<file path="src/rtl/multi_lift_pkg.sv">
// rtl/multi_lift_pkg.sv - shared state codes, width helpers and distance function for the hall dispatcher
package multi_lift_pkg;

  typedef logic [1:0] disp_state_t;

  localparam disp_state_t IDLE   = 2'd0;
  localparam disp_state_t PICK   = 2'd1;
  localparam disp_state_t SCAN   = 2'd2;
  localparam disp_state_t ASSIGN = 2'd3;

  function automatic int flw_of(input int n_floors);
    return (n_floors <= 2) ? 1 : $clog2(n_floors);
  endfunction

  function automatic int lw_of(input int n_lifts);
    return (n_lifts <= 2) ? 1 : $clog2(n_lifts);
  endfunction

  // Two extra bits hold distance plus two direction penalties of up to N_FLOORS each.
  function automatic int cost_w_of(input int n_floors);
    return flw_of(n_floors) + 2;
  endfunction

  function automatic int abs_diff(input int a, input int b);
    return (a > b) ? (a - b) : (b - a);
  endfunction

endpackage

</file>
<file path="src/rtl/lift_cost_calc.sv">
// rtl/lift_cost_calc.sv - combinational dispatch cost of one lift for one hall call
module lift_cost_calc
  import multi_lift_pkg::*;
#(
  parameter int N_FLOORS = 12,
  parameter int DIR_PEN  = N_FLOORS,
  localparam int FLW     = flw_of(N_FLOORS),
  localparam int COST_W  = cost_w_of(N_FLOORS)
) (
  input  logic [FLW-1:0]    lift_floor,
  input  logic              lift_motion,
  input  logic              lift_direction,
  input  logic              lift_in_service,
  input  logic [FLW-1:0]    call_floor,
  input  logic              call_dir,
  output logic [COST_W-1:0] cost,
  output logic              eligible
);

  localparam logic [COST_W-1:0] PEN = COST_W'(DIR_PEN);

  logic moving_away;
  logic opposite_dir;

  always_comb begin
    moving_away  = lift_motion &
                   ((lift_direction & (lift_floor > call_floor)) |
                    (~lift_direction & (lift_floor < call_floor)));
    opposite_dir = lift_motion & (lift_direction != call_dir);
    cost         = COST_W'(abs_diff(int'(lift_floor), int'(call_floor)))
                 + (moving_away ? PEN : '0)
                 + (opposite_dir ? PEN : '0);
    eligible     = lift_in_service;
  end

endmodule

</file>
<file path="src/rtl/multi_lift_hall_dispatcher.sv">
// rtl/multi_lift_hall_dispatcher.sv - hall call latch, serial lowest-cost lift dispatch and per-lift request merge
module multi_lift_hall_dispatcher
  import multi_lift_pkg::*;
#(
  parameter int N_FLOORS = 12,
  parameter int N_LIFTS  = 4,
  parameter int DIR_PEN  = N_FLOORS,
  localparam int FLW     = flw_of(N_FLOORS),
  localparam int LW      = lw_of(N_LIFTS),
  localparam int COST_W  = cost_w_of(N_FLOORS)
) (
  input  logic                        clk,
  input  logic                        reset,
  input  logic [N_FLOORS-1:0]         hall_up,
  input  logic [N_FLOORS-1:0]         hall_dn,
  input  logic [N_LIFTS*N_FLOORS-1:0] car_rqst,
  input  logic [N_LIFTS*FLW-1:0]      lift_floor,
  input  logic [N_LIFTS-1:0]          lift_motion,
  input  logic [N_LIFTS-1:0]          lift_direction,
  input  logic [N_LIFTS-1:0]          lift_door_open,
  input  logic [N_LIFTS-1:0]          lift_in_service,
  output logic [N_LIFTS*N_FLOORS-1:0] flr_rqst,
  output logic [N_FLOORS-1:0]         up_pending,
  output logic [N_FLOORS-1:0]         dn_pending,
  output logic                        assign_valid,
  output logic [LW-1:0]               assign_lift,
  output logic [FLW-1:0]              assign_floor,
  output logic                        assign_dir
);

  logic [N_FLOORS-1:0] up_pend, dn_pend;
  logic [N_FLOORS-1:0] up_own_v, dn_own_v;
  logic [LW-1:0]       up_owner [N_FLOORS];
  logic [LW-1:0]       dn_owner [N_FLOORS];
  logic [FLW-1:0]      lf [N_LIFTS];

  logic [N_FLOORS-1:0] up_free, dn_free;
  logic [N_FLOORS-1:0] up_clr, dn_clr, up_drop, dn_drop;

  disp_state_t         state;
  logic [FLW-1:0]      call_floor;
  logic                call_dir;
  logic [LW-1:0]       scan_idx;
  logic [COST_W-1:0]   best_cost;
  logic [LW-1:0]       best_idx;
  logic                best_valid;

  logic                pick_found;
  logic [FLW-1:0]      pick_floor;
  logic                pick_dir;
  logic [COST_W-1:0]   cost;
  logic                eligible;
  logic                take;
  logic                last_lift;
  logic                do_assign;
  logic [N_LIFTS*N_FLOORS-1:0] flr_next;

  always_comb begin
    for (int i = 0; i < N_LIFTS; i++) begin
      lf[i] = lift_floor[i*FLW +: FLW];
    end
  end

  assign up_free = up_pend & ~up_own_v;
  assign dn_free = dn_pend & ~dn_own_v;

  // An owned call is served when its owner stands at the floor with the door open.
  always_comb begin
    up_clr  = '0;
    dn_clr  = '0;
    up_drop = '0;
    dn_drop = '0;
    for (int f = 0; f < N_FLOORS; f++) begin
      up_clr[f]  = up_pend[f] & up_own_v[f] & (lf[up_owner[f]] == FLW'(f)) & lift_door_open[up_owner[f]];
      dn_clr[f]  = dn_pend[f] & dn_own_v[f] & (lf[dn_owner[f]] == FLW'(f)) & lift_door_open[dn_owner[f]];
      up_drop[f] = up_own_v[f] & ~lift_in_service[up_owner[f]];
      dn_drop[f] = dn_own_v[f] & ~lift_in_service[dn_owner[f]];
    end
  end

  // Descending scans so the lowest floor wins; up calls take precedence over down calls.
  always_comb begin
    pick_found = 1'b0;
    pick_floor = '0;
    pick_dir   = 1'b0;
    for (int f = N_FLOORS - 1; f >= 0; f--) begin
      if (dn_free[f]) begin
        pick_found = 1'b1;
        pick_floor = FLW'(f);
        pick_dir   = 1'b0;
      end
    end
    for (int f = N_FLOORS - 1; f >= 0; f--) begin
      if (up_free[f]) begin
        pick_found = 1'b1;
        pick_floor = FLW'(f);
        pick_dir   = 1'b1;
      end
    end
  end

  lift_cost_calc #(
    .N_FLOORS (N_FLOORS),
    .DIR_PEN  (DIR_PEN)
  ) u_cost (
    .lift_floor      (lf[scan_idx]),
    .lift_motion     (lift_motion[scan_idx]),
    .lift_direction  (lift_direction[scan_idx]),
    .lift_in_service (lift_in_service[scan_idx]),
    .call_floor      (call_floor),
    .call_dir        (call_dir),
    .cost            (cost),
    .eligible        (eligible)
  );

  assign take      = eligible & (~best_valid | (cost < best_cost));
  assign last_lift = (scan_idx == LW'(N_LIFTS - 1));
  assign do_assign = (state == ASSIGN) & (call_dir ? up_free[call_floor] : dn_free[call_floor]);

  assign assign_valid = do_assign;
  assign assign_lift  = do_assign ? best_idx : '0;
  assign assign_floor = do_assign ? call_floor : '0;
  assign assign_dir   = do_assign & call_dir;

  always_ff @(posedge clk or negedge reset) begin
    if (!reset) begin
      state      <= IDLE;
      call_floor <= '0;
      call_dir   <= 1'b0;
      scan_idx   <= '0;
      best_cost  <= '0;
      best_idx   <= '0;
      best_valid <= 1'b0;
    end else begin
      case (state)
        IDLE: begin
          if ((|up_free) | (|dn_free)) state <= PICK;
        end
        PICK: begin
          if (pick_found) begin
            call_floor <= pick_floor;
            call_dir   <= pick_dir;
            scan_idx   <= '0;
            best_cost  <= '0;
            best_idx   <= '0;
            best_valid <= 1'b0;
            state      <= SCAN;
          end else begin
            state <= IDLE;
          end
        end
        SCAN: begin
          if (take) begin
            best_valid <= 1'b1;
            best_cost  <= cost;
            best_idx   <= scan_idx;
          end
          if (last_lift) begin
            state <= (best_valid | take) ? ASSIGN : IDLE;
          end else begin
            scan_idx <= scan_idx + LW'(1);
          end
        end
        ASSIGN:  state <= IDLE;
        default: state <= IDLE;
      endcase
    end
  end

  // Clear beats a same-cycle button press; a held button re-latches on the following edge.
  always_ff @(posedge clk or negedge reset) begin
    if (!reset) begin
      up_pend  <= '0;
      dn_pend  <= '0;
      up_own_v <= '0;
      dn_own_v <= '0;
      for (int f = 0; f < N_FLOORS; f++) begin
        up_owner[f] <= '0;
        dn_owner[f] <= '0;
      end
    end else begin
      for (int f = 0; f < N_FLOORS; f++) begin
        if (up_clr[f]) begin
          up_pend[f]  <= 1'b0;
          up_own_v[f] <= 1'b0;
        end else begin
          if (hall_up[f]) up_pend[f] <= 1'b1;
          if (up_drop[f]) begin
            up_own_v[f] <= 1'b0;
          end else if (do_assign && call_dir && (call_floor == FLW'(f))) begin
            up_own_v[f] <= 1'b1;
            up_owner[f] <= best_idx;
          end
        end
        if (dn_clr[f]) begin
          dn_pend[f]  <= 1'b0;
          dn_own_v[f] <= 1'b0;
        end else begin
          if (hall_dn[f]) dn_pend[f] <= 1'b1;
          if (dn_drop[f]) begin
            dn_own_v[f] <= 1'b0;
          end else if (do_assign && !call_dir && (call_floor == FLW'(f))) begin
            dn_own_v[f] <= 1'b1;
            dn_owner[f] <= best_idx;
          end
        end
      end
    end
  end

  always_comb begin
    flr_next = '0;
    for (int i = 0; i < N_LIFTS; i++) begin
      for (int f = 0; f < N_FLOORS; f++) begin
        flr_next[i*N_FLOORS + f] = car_rqst[i*N_FLOORS + f]
                                 | (up_own_v[f] & (up_owner[f] == LW'(i)))
                                 | (dn_own_v[f] & (dn_owner[f] == LW'(i)));
      end
    end
  end

  always_ff @(posedge clk or negedge reset) begin
    if (!reset) flr_rqst <= '0;
    else        flr_rqst <= flr_next;
  end

  assign up_pending = up_pend;
  assign dn_pending = dn_pend;

endmodule

</file>
<file path="config.mk">
export PLATFORM = sky130hd
export DESIGN_NAME = multi_lift_hall_dispatcher
export DESIGN_NICKNAME = d
export VERILOG_FILES = /design/src/rtl/multi_lift_pkg.sv /design/src/rtl/lift_cost_calc.sv /design/src/rtl/multi_lift_hall_dispatcher.sv
export SDC_FILE = /design/constraint.sdc
export NUM_CORES = 1
export LEC_CHECK = 0
export BUFFER_PORTS_ARGS = -buffer_cell sky130_fd_sc_hd__buf_2
export CAP_MARGIN = 0
export CORE_MARGIN = 1
export CORE_UTILIZATION = 29
export CTS_CLUSTER_SIZE = 12
export DETAILED_ROUTE_END_ITERATION = 10
export GPL_ROUTABILITY_DRIVEN = 0
export HOLD_SLACK_MARGIN = 0.12
export MAX_ROUTING_LAYER = met4
export SYNTH_ARGS = -nofsm -noshare
export SYNTH_HDL_FRONTEND = slang
export SYNTH_SLANG_ARGS = --single-unit
</file>
<file path="constraint.sdc">
create_clock -name clk -period 7.2 [get_ports clk]
set_input_delay 1.44 -clock clk [delete_from_list [all_inputs] [get_ports clk]]
set_output_delay 1.44 -clock clk [all_outputs]
set_load 0.02 [all_outputs]
</file>
==> out/results.ini <==
[run_status]
outcome=finished, final reports clean

[worst_setup_path]
critPathLaunchType=primary input
cp-end-kind=flop
path_max_fanout=15
worstPathArrival_ns=6.35
critical_path_class=in2reg
crit_required_ns=7.53

[drt]
viasPerCell=5.50
dr.pass1.iters=5
ant_nets=0
drcViolationCount=0
dr.first_iter.drc_count=889
drt_wl_total_um=36000
wl_per_cell_um=22.4
routed-via-count=8846

[cts]
ctsHoldBuffers=0
worstSkewPairLatency_ns=0.45
tritoncts=yes
cts_root_buf=clkbuf_16
cts_sinks=162
clkTransAtPathRegs_ns=0.06
cts_setup_buffers=0
cts_resized=0
clock_path_buffers=2
cts-buffers-inserted=17
ctsHtreeMaxLevel=4

[floorplan]
num_rows=67
boundaryPins=186
die_h_um=187
dieArea_um2=35100
coreArea_um2=33700
die_width_um=187
initial_core_util=0.296

[pwr]
vdd_drop_max_mv=0.191
p_seq_frac=0.350
p_per_area_nw_per_um2=272
clockPowerShare=0.295
p_int_mw=1.99
p_comb_frac=0.355
p_sw_frac=0.381
net-switching-power_mw=1.23
leakage_nw=4.92

[global_routing]
grt_pass1_wl_um=54900
first_global_vias=8800
gr-total-overflow=0
grt_antenna_before_repair=1
track_usage=0.215
grt_max_degree=98

[sta]
hold_viol=0
holdWs_ns=0.493
slew_headroom=0.359
tightest_slew_ns=0.962
finalMaxSlewViolations=0
timing.fmax_ghz=0.166
rsz0062_at_grt=false
fin_crit_ns=6.03
finalCritPeriodShare=0.837
final.setup.tns_ns=0
setup_viol=0
skew_ns=0.0156

[synth]
synth_edf_count=0
syn_avg_cell_area_um2=10.0
ys_seq_elements=162
syn-cell-area_um2=9970
ys_warn_count=0
yosys_most_used_dff=dfrtp_1
ys_types=80
async_flop_share=1.00
synth_fp_nets=1123
ys_seq_area_frac=0.407
netlist_instances=997

[hold_path]
hp-class=reg2reg

[finish]
syn2layout_area_growth_pct=18.8
final_nets=1271
fin_cells=1607
fill_cells=3433
final_layout_size_suffix_gt1_frac=0.290

[run]
cap_violations=0

[placed_design]
place.port_buffers=185
dp.cells=1574
dp_hpwl_um=27100

==> layout by cell type, fill, tap and decap left out, types with 9 or more instances in the layout <==
cell,n
mux2_2,39
o21ai_0,37
and3_1,10
inv_1,50
mux4_2,44
nand3b_1,17
ha_1,15
a21oi_1,31
nand2_1,103
a311o_1,14
nand2b_1,27
clkbuf_16,17
nor3_1,20
nor3b_1,16
nor2b_1,17
o211ai_1,9
nand4_1,17
nor2_1,79
a31oi_1,39
dfrtp_1,162
nand3_1,36
buf_2,184
==> cell usage after synthesis (5+ instances only) <==
| cell | number | area [um2] |
|---|---|---|
| a31oi_1 | 39 | 244 |
| nor3_1 | 20 | 100 |
| a311o_1 | 14 | 140 |
| nor3b_1 | 16 | 120 |
| fa_1 | 5 | 100 |
| nand4_1 | 17 | 106 |
| nand3_1 | 36 | 180 |
| and3_1 | 10 | 62.6 |
| mux4_2 | 44 | 991 |
| and2_1 | 8 | 50.1 |
| ha_1 | 15 | 188 |
| dfrtp_1 | 162 | 4050 |
| o2111a_1 | 5 | 56.3 |
| a21o_1 | 6 | 45.0 |
| nor2_1 | 79 | 297 |
| o311ai_0 | 5 | 43.8 |
| o31ai_1 | 8 | 60.1 |
| a21oi_1 | 31 | 155 |
| mux2i_1 | 5 | 50.1 |
| a22o_1 | 5 | 43.8 |
| mux2_2 | 39 | 439 |
| nand2_1 | 103 | 387 |
| o21ai_0 | 37 | 185 |
| inv_1 | 50 | 188 |
| o211ai_1 | 9 | 67.6 |
| clkbuf_1 | 53 | 199 |
| a311oi_1 | 5 | 43.8 |
| nor2b_1 | 17 | 106 |
| nand2b_1 | 27 | 169 |
| a211oi_1 | 8 | 60.1 |
| mux2_1 | 5 | 56.3 |
| nor4_1 | 6 | 37.5 |
| nand3b_1 | 17 | 128 |
| o21a_1 | 7 | 52.6 |
==> power by group through the flow <==
| stage | logic (mW) | registers (mW) | clock network [mW] |
|---|---|---|---|
| 6_report | 1.14 | 1.13 | 0.950 |
| 2_1_floorplan | 0.810 | 1.10 | 0 |
| 3_5_place_dp | 1.12 | 1.14 | 0 |
| 4_1_cts | 1.13 | 1.12 | 0.974 |
| 3_3_place_gp | 1.09 | 1.14 | 0 |
| 5_1_grt | 1.27 | 1.14 | 1.01 |
==> layout make-up <==
class                      count  area [um2]  area share
clock inverter                14         168      0.0141
antenna                        1        2.50    0.000211
timing repair buffer         190         970      0.0818
sequential                   162        4050       0.342
clock buffer                  18         429      0.0362
inverter                      52         203      0.0171
tap                          448         561      0.0473
multi-input combinational    722        5460       0.461
==> metrics by stage <==
stage               total power [mW]  instance area [um2]   util  worst slack, ns
global placement                2.22                11300  0.334            0.863
detailed placement              2.27                11300  0.334            0.743
floorplan                       1.91                 9970      -             1.05
finish                          3.22                11900  0.352             1.17
global route                    3.42                11900  0.352            0.899
CTS                             3.23                11800  0.352             1.23
==> layer usage <==
| layer | GRT usage | part of all wire | vias to the layer above |
|---|---|---|---|
| li1 | - | - | 3981 |
| met1 | 0.283 | 0.44 | 4367 |
| met2 | 0.323 | 0.46 | 419 |
| met3 | 0.0388 | 0.064 | 79 |
| met4 | 0.0979 | 0.039 | 0 |
| met5 | - | 0 | - |
==> cell families (layout without fill, tap and decap cells) <==
family	count (synthesis)	in the layout	share of synthesized area
other	0	1	0
multiplexers	95	95	0.157
buffers and inverters	113	274	0.0455
AO/OA/AOI/OAI	210	210	0.147
flip-flops	162	162	0.407
adder cells (fa/ha/maj)	20	20	0.0289
XOR/XNOR	4	4	0.00351
AND/OR/NAND/NOR	393	393	0.212
==> state kept, by name (all words and copies together) (netlist names) <==
register    cells
dn_owner       24
scan_idx        2
call_dir        1
flr_rqst       48
up_pending     12
best_valid      1
call_floor      4
up_own_v       12
up_owner       24
state           2
best_idx        2
dn_own_v       12
best_cost       6
dn_pending     12
==> worst paths after layout <==
path | start | endpoint | slack (ns) | cells after the start
max reg2reg | scan_idx[1]$_DFFE_PN0P_ | best_cost[0]$_DFFE_PN0P_ | 1.76 | 20
max | lift_floor[9] | best_cost[0]$_DFFE_PN0P_ | 1.17 | 21
max in group asynchronous | reset | flr_rqst[14]$_DFF_PN0_ | 4.63 | 2
min reg2reg | best_cost[0]$_DFFE_PN0P_ | best_cost[0]$_DFFE_PN0P_ | 0.49 | 1
min | best_cost[0]$_DFFE_PN0P_ | best_cost[0]$_DFFE_PN0P_ | 0.49 | 1
min in group asynchronous | reset | flr_rqst[18]$_DFF_PN0_ | 1.10 | 1
==> critical path, stage by stage <==
cell and delay (ns):
buf_2 0.20, mux4_2 0.54, ha_1 0.34, nand2b_1 0.11
a21oi_1 0.11, or2_2 0.31, and3_1 0.17, o21ai_0 0.30
inv_1 0.12, fa_1 0.48, ha_1 0.21, fa_1 0.43
xor2_1 0.23, ha_1 0.29, a21o_1 0.17, a21oi_1 0.13
nand2_1 0.06, nor2_1 0.10, buf_4 0.20, nor2_4 0.06
mux2_1 0.33
Power figures use the tool's default switching activity.
